===== src/rtl/genius_controller.sv =====
// Genius memory game controller.
// Moore FSM that sequences the datapath through setup, FPGA sequence playback,
// user input, checking and result display. Its outputs are the datapath
// control strobes. They are decoded from the state register only, so there is
// no combinational path from any input to any output.
module genius_controller (
  input  logic       CLOCK_50,
  input  logic       reset_n,
  input  logic       enter,
  input  logic       end_FPGA,
  input  logic       end_User,
  input  logic       end_time,
  input  logic       win,
  input  logic       match,
  output logic       R1,
  output logic       R2,
  output logic       E1,
  output logic       E2,
  output logic       E3,
  output logic       E4,
  output logic       SEL,
  output logic [3:0] state_o
);

  typedef enum logic [3:0] {
    INIT   = 4'd0,
    SETUP  = 4'd1,
    PREP   = 4'd2,
    SEQ    = 4'd3,
    PLAY   = 4'd4,
    CHECK  = 4'd5,
    NEXT   = 4'd6,
    EVAL   = 4'd7,
    RESULT = 4'd8
  } state_t;

  state_t state_q;
  state_t state_d;
  logic   enter_q;
  logic   enter_ev;

  // A held button advances SETUP/RESULT only once: react to its rising edge.
  assign enter_ev = enter & ~enter_q;

  // State register and enter-edge history, cleared asynchronously by reset.
  always_ff @(posedge CLOCK_50 or negedge reset_n) begin
    if (!reset_n) begin
      state_q <= INIT;
      enter_q <= 1'b0;
    end else begin
      state_q <= state_d;
      enter_q <= enter;
    end
  end

  // Next-state logic; unused encodings fall back to INIT.
  always_comb begin
    state_d = INIT;
    case (state_q)
      INIT:    state_d = SETUP;
      SETUP:   state_d = enter_ev ? PREP : SETUP;
      PREP:    state_d = SEQ;
      SEQ:     state_d = end_FPGA ? PLAY : SEQ;
      PLAY: begin
        if (end_time)      state_d = RESULT;
        else if (end_User) state_d = CHECK;
        else               state_d = PLAY;
      end
      CHECK:   state_d = match ? NEXT : RESULT;
      NEXT:    state_d = EVAL;
      // The round counter has already taken the NEXT increment when win is sampled here.
      EVAL:    state_d = win ? RESULT : PREP;
      RESULT:  state_d = enter_ev ? INIT : RESULT;
      default: state_d = INIT;
    endcase
  end

  // Moore output decode from the registered state only.
  always_comb begin
    R1  = 1'b0;
    R2  = 1'b0;
    E1  = 1'b0;
    E2  = 1'b0;
    E3  = 1'b0;
    E4  = 1'b0;
    SEL = 1'b1;
    case (state_q)
      INIT: begin
        R1 = 1'b1;
        R2 = 1'b1;
      end
      SETUP:   E1  = 1'b1;
      PREP:    R2  = 1'b1;
      SEQ:     E3  = 1'b1;
      PLAY:    E2  = 1'b1;
      NEXT:    E4  = 1'b1;
      RESULT:  SEL = 1'b0;
      default: ;
    endcase
  end

  assign state_o = state_q;

endmodule


===== config.mk =====
export PLATFORM = sky130hd
export DESIGN_NAME = genius_controller
export DESIGN_NICKNAME = d
export VERILOG_FILES = /design/src/rtl/genius_controller.sv
export SDC_FILE = /design/constraint.sdc
export NUM_CORES = 1
export LEC_CHECK = 0
export ABC_AREA = 0
export CAP_MARGIN = 25
export CORE_AREA = 4 4 41 43
export CTS_CLUSTER_DIAMETER = 80
export CTS_CLUSTER_SIZE = 24
export DETAILED_ROUTE_END_ITERATION = 8
export DIE_AREA = 0 0 45 47
export GPL_ROUTABILITY_DRIVEN = 0
export PLACE_DENSITY_LB_ADDON = 0.3
export SLEW_MARGIN = 10
export SYNTH_ARGS = -nofsm -noshare
export SYNTH_HDL_FRONTEND = slang
export SYNTH_SLANG_ARGS = --single-unit

===== constraint.sdc =====
create_clock -name CLOCK_50 -period 2.74 [get_ports CLOCK_50]
set_input_delay 0.685 -clock CLOCK_50 [delete_from_list [all_inputs] [get_ports CLOCK_50]]
set_output_delay 0.685 -clock CLOCK_50 [all_outputs]
set_load 0.01 [all_outputs]

==> results of run 1 <==
-- cell usage in the layout (no fill, tap or decap) --
| cell type | count |
|---|---|
| a221o_1 | 1 |
| o22ai_1 | 1 |
| o21ai_0 | 1 |
| a211oi_1 | 1 |
| a21oi_1 | 2 |
| nand2b_1 | 3 |
| dfrtp_1 | 5 |
| clkbuf_1 | 1 |
| nand4bb_1 | 1 |
| and4b_1 | 1 |
| or3_1 | 1 |
| and3b_1 | 1 |
| nor3_1 | 3 |
| a2111oi_2 | 1 |
| nor2b_1 | 2 |
| nand3b_1 | 2 |
| nor4_1 | 2 |
| nor2_1 | 2 |
| clkdlybuf4s50_1 | 18 |
| or2b_1 | 1 |
| and4bb_2 | 1 |
| inv_1 | 2 |
| nor4b_1 | 1 |
| clkbuf_4 | 3 |
| a211o_1 | 1 |
| a31oi_1 | 1 |
| nand2_1 | 1 |
-- logic make-up after synthesis --
| kind of cell | count (synthesis) |
|---|---|
| compound gates | 9 |
| buf+inv | 6 |
| flops | 5 |
| simple gates | 22 |
-- power by group through the flow --
stage                     Sequential, mW  Clock, mW  Combinational, mW
final                              0.187     0.0805              0.345
after global routing               0.200     0.0916              0.378
after CTS                          0.187     0.0854              0.352
after detailed placement           0.187          0              0.350
after global placement             0.187          0              0.353
after floorplan                    0.142          0              0.238
-- flip-flops by register name, indices dropped and copies added, names as in the netlist --
register and count:
state_o 4, enter_q 1
-- path summary, 6_finish.rpt --
kind / startpoint / end / slack [ns] / cells past startpoint
min in group asynchronous: reset_n / state_o[3] / 0.66 / 1
worst max-delay path: state_o[3] / E2 / 0.26 / 3
worst min register to register: enter_q / state_o[3] / 0.57 / 2
worst max register to register: state_o[3] / state_o[0] / 1.39 / 3
max in group asynchronous: reset_n / state_o[2] / 1.90 / 1
worst min-delay path: enter_q / state_o[3] / 0.57 / 2
-- layer usage --
metal | vias up | GRT usage [%] | part of all wire [%]
li1 | 195 | - | -
met1 | 179 | 11.8 | 45
met2 | 15 | 11.3 | 44
met3 | 0 | 3.45 | 11
met4 | 0 | 7.02 | 0
met5 | - | 0 | 0
-- per-stage QoR --
step / cells / utilization (%) / setup WS (ns) / total power, mW / area, sq um
global placement: 71 / 42.3 / 0.454 / 0.540 / 551
finish: 75 / 44.3 / 0.255 / 0.613 / 577
CTS: 75 / 44.3 / 0.225 / 0.624 / 577
detailed placement: 71 / 42.3 / 0.490 / 0.537 / 551
global route: 75 / 44.3 / 0.108 / 0.670 / 577
floorplan: 42 / - / 0.973 / 0.380 / 380
-- cell type report --
type                    count  area share [%]
inverters                   2            1.30
clock buffers               4            4.56
flip-flops and latches      5            21.7
well taps                  15            3.25
repair buffers             18            31.2
multi-input cells          31            38.0
-- tightest hold or removal path: stages, from the launching register on --
cell     delay [ns]
dfrtp_1        0.33
nor2b_1        0.05
o22ai_1        0.14
==> summary.txt, run 1 <==
status - completed
Async S/R FF share, synth - 100%
register area - 125 sq um
Placement Rows - 13
simple-gate portion of the synthesized area - 39.5%
CP max-delay cell - clkdlybuf4s50_1
Clock Sinks - 5
RSZ-0062 raised after global routing - no
area of the multi-input gates - 219 sq um
top_reg_cell synth - dfrtp_1
Final setup viols - 0
Largest stage delay, worst path - 0.58 ns
via count - 389
Seq/Total Area, Yosys - 32.9%
layout net count - 69
CTS Buffer Depth - 2
pwr dens - 1060 nW/um^2
slew margin rel. - 73.4%
Hold Vio Cnt, Final - 0
CP startpoint kind - register
die footprint - 2120 sq um
CTS tree - yes
total gr overflow - 0
P_int - 0.370 mW
Vias/cell - 5.19
H-tree depth - 1
leakage - 0.223 nW
CTS clk-pin slew, worst paths - 0.04 ns
top cell type's share of synthesized area - 32.9%
Post-Synth Adder-Cell Area - 0%
worst path cell trace - nand2b_1, nor3_1, clkdlybuf4s50_1
vias in the first global route - 311
most common library cells after synthesis - dfrtp_1 (5), nand2b_1 (3), nor3_1 (3)
Max Clk Rate - 0.402 GHz
worst vdd ir - 0.502 mV
diode count - 0
Crit Path Category - register to output pin
GRT Overall Usage - 8.91%
TNS Setup - 0 ns
multiplexer share of the synthesized area - 0%
DRT Wirelength - 902 um
Hold Crit Class - register to register
IO Count - 19
largest net degree at the start of global routing - 15
Clock Skew - 0.00126 ns
Clk network pwr share - 13.1%
DRT iter0 DRCs - 4
compound-cell area share of the yosys netlist - 18.1%
Distinct cells, synth - 27
synth warn - 0
Post-DP HPWL - 698 um
Gate power share - 56.3%
hold_ws - 0.573 ns
Final min period - 2.48 ns
die width - 45 um
crit path capture type - output pin
# Max-Cap Violations - 0
Mapped Cells - 42
cts bufs inserted - 3
Sw Pwr - 0.243 mW
EDFF count, synth - 0
Die Y - 47 um
Buf/Inv on CP - 1
CP required - 2.06 ns
Tcrit/Tclk final - 90.7%
Yosys top cell by area - dfrtp_1
Port Buffers - 18
Final ANT Viol Nets - 0
synth-to-layout area growth - 51.6%
Crit path arrival time - 1.80 ns
Cell Area, Synth - 380 sq um
xor/xnor cell area share of the yosys netlist - 0%
Slew @ Worst Pin - 0.399 ns
drt wl/cell - 12.0 um
initial antenna violation count - 0
First-pass DRT Iterations - 4
clk_lat worst skew - 0.23 ns
most frequent cell after synthesis - dfrtp_1
largest family of logic cells by synthesized area - simple AND/OR/NAND/NOR gates
starting density of the core - 29.2%
Avg Cell Area, Syn - 9.06 sq um
root buf cell - clkbuf_4
Setup Fix Bufs, Post-CTS - 0
Syn Nets - 50
Crit path max-delay family - buffers and inverters
synth top area cells - dfrtp_1 (33%), nand2b_1 (4.9%), nor3_1 (3.9%), a2111oi_2 (3.9%), nand3b_1 (3.9%)
sequential share of power - 30.5%
CTS hold repair buffers - 0
Residual DRC - 0
Max Slew Vio Count - 0
CP Max Fanout - 13
Seq cells post-synth - 5
Core Region - 1300 sq um
Layout fillers - 137
Switching Share - 39.6%
post-cts resize count - 0
first-pass GRT wire length - 1320 um
share of cells above drive strength 1 - 8.33%
Power figures use the tool's default switching activity.
==> run 2: changes to the inputs <==
Clock period 2.74 ns to 2.3 ns, I/O delays scaled along.
==> run 2 against run 1 <==
Effect of this change: register-to-register slack got worse by 0.37 ns; largest power group unchanged; wire length grew 11%; sequential share of layout area fell by 1.3 points; clock skew about the same; hold slack lost 0.026 ns; largest cell class unchanged.
==> summary.txt, run 2 (synthesis results as in run 1) <==
Port Buffers - 18
slew margin rel. - 80.8%
Core Region - 1300 sq um
starting density of the core - 29.2%
Placed Cells - 74
DRT iter0 DRCs - 6
Hold Vio Cnt, Final - 0
final instance area - 624 sq um
CTS clk-pin slew, worst paths - 0.04 ns
# Max-Cap Violations - 0
CP required - 1.73 ns
TNS Setup - 0 ns
layout net count - 74
CP startpoint kind - register
CTS tree - yes
Tcrit/Tclk final - 95.9%
status - completed
vias in the first global route - 352
GRT Overall Usage - 10.3%
most common cell after layout, fill and taps aside - clkdlybuf4s50_1
Clock Sinks - 5
Final min period - 2.21 ns
drt wl/cell - 12.5 um
Vias/cell - 5.04
H-tree depth - 1
First-pass DRT Iterations - 3
worst vdd ir - 0.580 mV
pwr dens - 1290 nW/um^2
crit path capture type - output pin
Clock Skew - 0.000787 ns
Final setup viols - 0
Crit path arrival time - 1.63 ns
Max Slew Vio Count - 0
IO Count - 19
Switching Share - 38.7%
clk_lat worst skew - 0.24 ns
total gr overflow - 0
via count - 403
die width - 45 um
Post-DP HPWL - 785 um
Clk network pwr share - 12.3%
Gate power share - 65.7%
Die Y - 47 um
initial antenna violation count - 0
largest net degree at the start of global routing - 15
leakage - 0.261 nW
cts bufs inserted - 3
P_int - 0.494 mW
synth-to-layout area growth - 64.1%
pre-CTS setup slack - 0.204 ns
Hold Crit Class - primary input to async pin
first-pass GRT wire length - 1490 um
RSZ-0062 raised after global routing - no
Largest register FFs - 4
root buf cell - clkbuf_4
final cell count without fillers - 80
CTS hold repair buffers - 0
most frequent cells in the layout - clkdlybuf4s50_1 (17), buf_4 (5), nand2b_1 (3), clkbuf_4 (3), dfrtp_1 (3)
worst setup margin - 0.0950 ns
Final ANT Viol Nets - 0
Area after DPL - 573 sq um
Sw Pwr - 0.312 mW
diode count - 0
share of cells above drive strength 1 - 20.0%
Residual DRC - 0
Slew @ Worst Pin - 0.286 ns
DRT Wirelength - 1000 um
Crit Path Category - register to output pin
die footprint - 2120 sq um
Max Clk Rate - 0.454 GHz
sequential share of power - 22.1%
Placement Rows - 13
CTS Buffer Depth - 2
CP Max Fanout - 14
-- run 2: changes by cell type in the layout (fill, tap and decap cells not counted) --
| cell | previous run | this run |
|---|---|---|
| buf_4 | 0 | 5 |
| dfrtp_1 | 5 | 3 |
| dfrtp_2 | 0 | 2 |
| clkdlybuf4s50_1 | 18 | 17 |
| dlymetal6s2s_1 | 0 | 1 |
| nor3_1 | 3 | 2 |
| nor3_2 | 0 | 1 |
-- run 2: path summary, 6_finish.rpt --
check | cells past startpoint | to | slack, ns | startpoint
worst max-delay path | 3 | E4 | 0.09 | state_o[1]
worst min-delay path | 1 | enter_q | 0.55 | reset_n
worst max register to register | 3 | state_o[1] | 1.02 | state_o[1]
worst min register to register | 2 | state_o[3] | 0.59 | enter_q
max in group asynchronous | 1 | state_o[0] | 1.56 | reset_n
min in group CLOCK_50 | 2 | state_o[3] | 0.59 | enter_q
-- run 2: metrics by stage --
step	utilization [%]	total power [mW]	hold WS [ns]
5_1_grt	48.0	0.872	0.548
4_1_cts	46.3	0.793	0.546
3_3_place_gp	44.0	0.687	0.575
3_5_place_dp	44.0	0.685	0.578
6_report	48.0	0.806	0.548
2_1_floorplan	-	0.453	0.279
-- run 2: area by class of cell --
type | count | area, sq um
clock buffer | 4 | 26.3
fill | 152 | 677
inverter | 2 | 7.51
multi-input combinational | 31 | 224
sequential | 5 | 128
tap | 15 | 18.8
timing repair buffer | 23 | 220
-- run 2: critical path, stage by stage, from the launching register on --
cell	delay (ns)
dfrtp_2	0.46
or2b_1	0.28
nor2_1	0.11
clkdlybuf4s50_1	0.54
-- run 2: what timing repair did --
item | 4_1_cts | 5_1_grt
setup buffers | 0 | 2
endpoints found under the setup margin | 2 | 2
gates resized for setup | 2 | 2
-- run 2: power groups by stage --
stage,Combinational [mW],Sequential (mW),Clock (mW)
6_report,0.529,0.178,0.0990
5_1_grt,0.574,0.187,0.111
4_1_cts,0.506,0.183,0.104
3_5_place_dp,0.505,0.180,0
3_3_place_gp,0.507,0.180,0
2_1_floorplan,0.284,0.169,0
-- run 2: layer usage --
layer  part of all wire, %  GRT usage (%)
met5                     0              0
met3                   7.7           2.30
met4                   2.7           10.5
met1                    44           12.7
met2                    45           14.1
==> run 3: changes to the inputs <==
Clock period 2.3 ns to 1.8 ns, I/O delays scaled along.
==> run 3 against run 2 <==
Effect of this change: clock skew barely moved; total power rose by 50%; global-route usage up 2.8 points; combinational power grew 58%; flip-flop and latch count did not move; count of clock-buffer cells in the layout unchanged; setup slack got worse by 0.036 ns; core utilization grew 7.6 points; final cell count grew 15%; largest cell class is now non-clock buffers; highest routed layer unchanged.
==> summary.txt, run 3 (synthesis results as in run 1) <==
status - completed
Hold Crit Class - primary input to async pin
Switching Share - 39.2%
Tcrit/Tclk final - 96.7%
diode count - 0
Placed Cells - 84
largest net degree at the start of global routing - 9
Vias/cell - 5.10
CTS tree - yes
Crit Path Category - register to output pin
crit path from - state_o[3]
Hold Vio Cnt, Final - 0
CTS hold repair buffers - 0
worst setup path end - E1
CTS clk-pin slew, worst paths - 0.04 ns
Crit path arrival time - 1.29 ns
root buf cell - clkbuf_4
GRT Overall Usage - 13.0%
initial antenna violation count - 0
CP required - 1.35 ns
Gate power share - 69.5%
Port Buffers - 18
P_int - 0.733 mW
starting density of the core - 29.2%
First-pass DRT Iterations - 4
Final Util - 55.6%
Max Slew Vio Count - 0
CP startpoint kind - register
Max Clk Rate - 0.574 GHz
Crit Reg-Reg Startpoint - state_o[0]
vias in the first global route - 454
Slew @ Worst Pin - 0.262 ns
die footprint - 2120 sq um
layout net count - 86
DRT Wirelength - 1190 um
most frequent cells in the layout - buf_4 (16), clkdlybuf4s50_1 (7), clkbuf_2 (4)
clk_lat worst skew - 0.24 ns
total gr overflow - 0
Area after DPL - 648 sq um
Final min period - 1.74 ns
Clk network pwr share - 10.4%
Clock Sinks - 5
Core Region - 1300 sq um
worst vdd ir - 1.06 mV
Placement Rows - 13
leakage - 0.353 nW
cts bufs inserted - 3
Residual DRC - 0
terminus of the critical flop-to-flop path - state_o[1]
crit path capture type - output pin
sequential share of power - 20.1%
pwr dens - 1670 nW/um^2
# Max-Cap Violations - 0
hold_ws - 0.430 ns
Sw Pwr - 0.474 mW
RSZ-0062 raised after global routing - no
final cell count without fillers - 92
CP max-delay cell - dfrtp_1
synth-to-layout area growth - 90.1%
Clock Skew - 0.000312 ns
slew margin rel. - 82.4%
IO Count - 19
worst path cell trace - buf_4, nor4b_2, clkdlybuf4s15_2
worst setup margin - 0.0589 ns
most common cell after layout, fill and taps aside - buf_4
DRT iter0 DRCs - 7
first-pass GRT wire length - 1910 um
share of cells above drive strength 1 - 46.8%
H-tree depth - 1
Post-DP HPWL - 894 um
final instance area - 723 sq um
reg-to-reg setup timing slack - 0.43 ns
Die Y - 47 um
Final setup viols - 0
CTS Buffer Depth - 2
Final ANT Viol Nets - 0
Largest register FFs - 4
CP Max Fanout - 4
die width - 45 um
pre-CTS setup slack - -0.0893 ns
reg2reg path depth - 5
Largest stage delay, worst path - 0.39 ns
drt wl/cell - 12.9 um
via count - 469
==> run 3: changes by cell type in the layout (fill, tap and decap cells not counted), sizes merged <==
cell / previous run / this run
clkdlybuf4s15: 0 / 1
dlymetal6s2s: 1 / 2
buf: 5 / 18
clkdlybuf4s50: 17 / 7
dlygate4sd2: 0 / 3
clkbuf: 4 / 8
==> run 3: how the worst min path moves through the flow <==
stage             from    endpoint  slack, ns  cells after the start
2_1_floorplan  reset_n     enter_q       0.15                      0
3_3_place_gp   enter_q  state_o[3]       0.57                      2
3_5_place_dp   enter_q  state_o[3]       0.59                      2
4_1_cts        reset_n     enter_q       0.43                      1
5_1_grt        reset_n  state_o[3]       0.43                      1
6_report       reset_n     enter_q       0.43                      1
==> run 3: power by group through the flow <==
stage / clock network [mW] / registers, mW / logic (mW)
2_1_floorplan: 0 / 0.216 / 0.363
3_5_place_dp: 0 / 0.238 / 0.771
6_report: 0.125 / 0.243 / 0.838
5_1_grt: 0.144 / 0.254 / 0.905
3_3_place_gp: 0 / 0.235 / 0.771
4_1_cts: 0.134 / 0.234 / 0.802
==> run 3: through the flow <==
stage	total power, mW	setup TNS (ns)
global route	1.30	0
global placement	1.01	-0.277
detailed placement	1.01	-0.263
finish	1.21	0
floorplan	0.578	0
CTS	1.17	-0.00278
==> run 3: timing repair <==
action / in CTS / in global routing
pin swaps: 0 / 0
setup endpoints to repair: 11 / 8
resized for setup: 22 / 14
hold endpoints to repair: 0 / 0
setup buffers: 4 / 0
==> run 3: layer usage <==
metal	track usage [%]	wire (um)	vias up
met4	10.5	25	0
met2	20.9	581	19
li1	-	-	226
met5	0	0	-
met1	14.8	488	220
met3	3.07	89	4
==> run 3: layout make-up <==
| type | instances | area [sq um] |
|---|---|---|
| tap | 15 | 18.8 |
| inverter | 2 | 7.51 |
| multi-input combinational | 31 | 253 |
| clock buffer | 4 | 26.3 |
| fill | 129 | 578 |
| timing repair buffer | 35 | 289 |
| sequential | 5 | 129 |
==> run 3: worst max-delay path, delay by kind of cell, from the launching register on <==
family,cells,cell delay [ns]
buf+inv,2,0.42
flops,1,0.39
simple gates,1,0.25
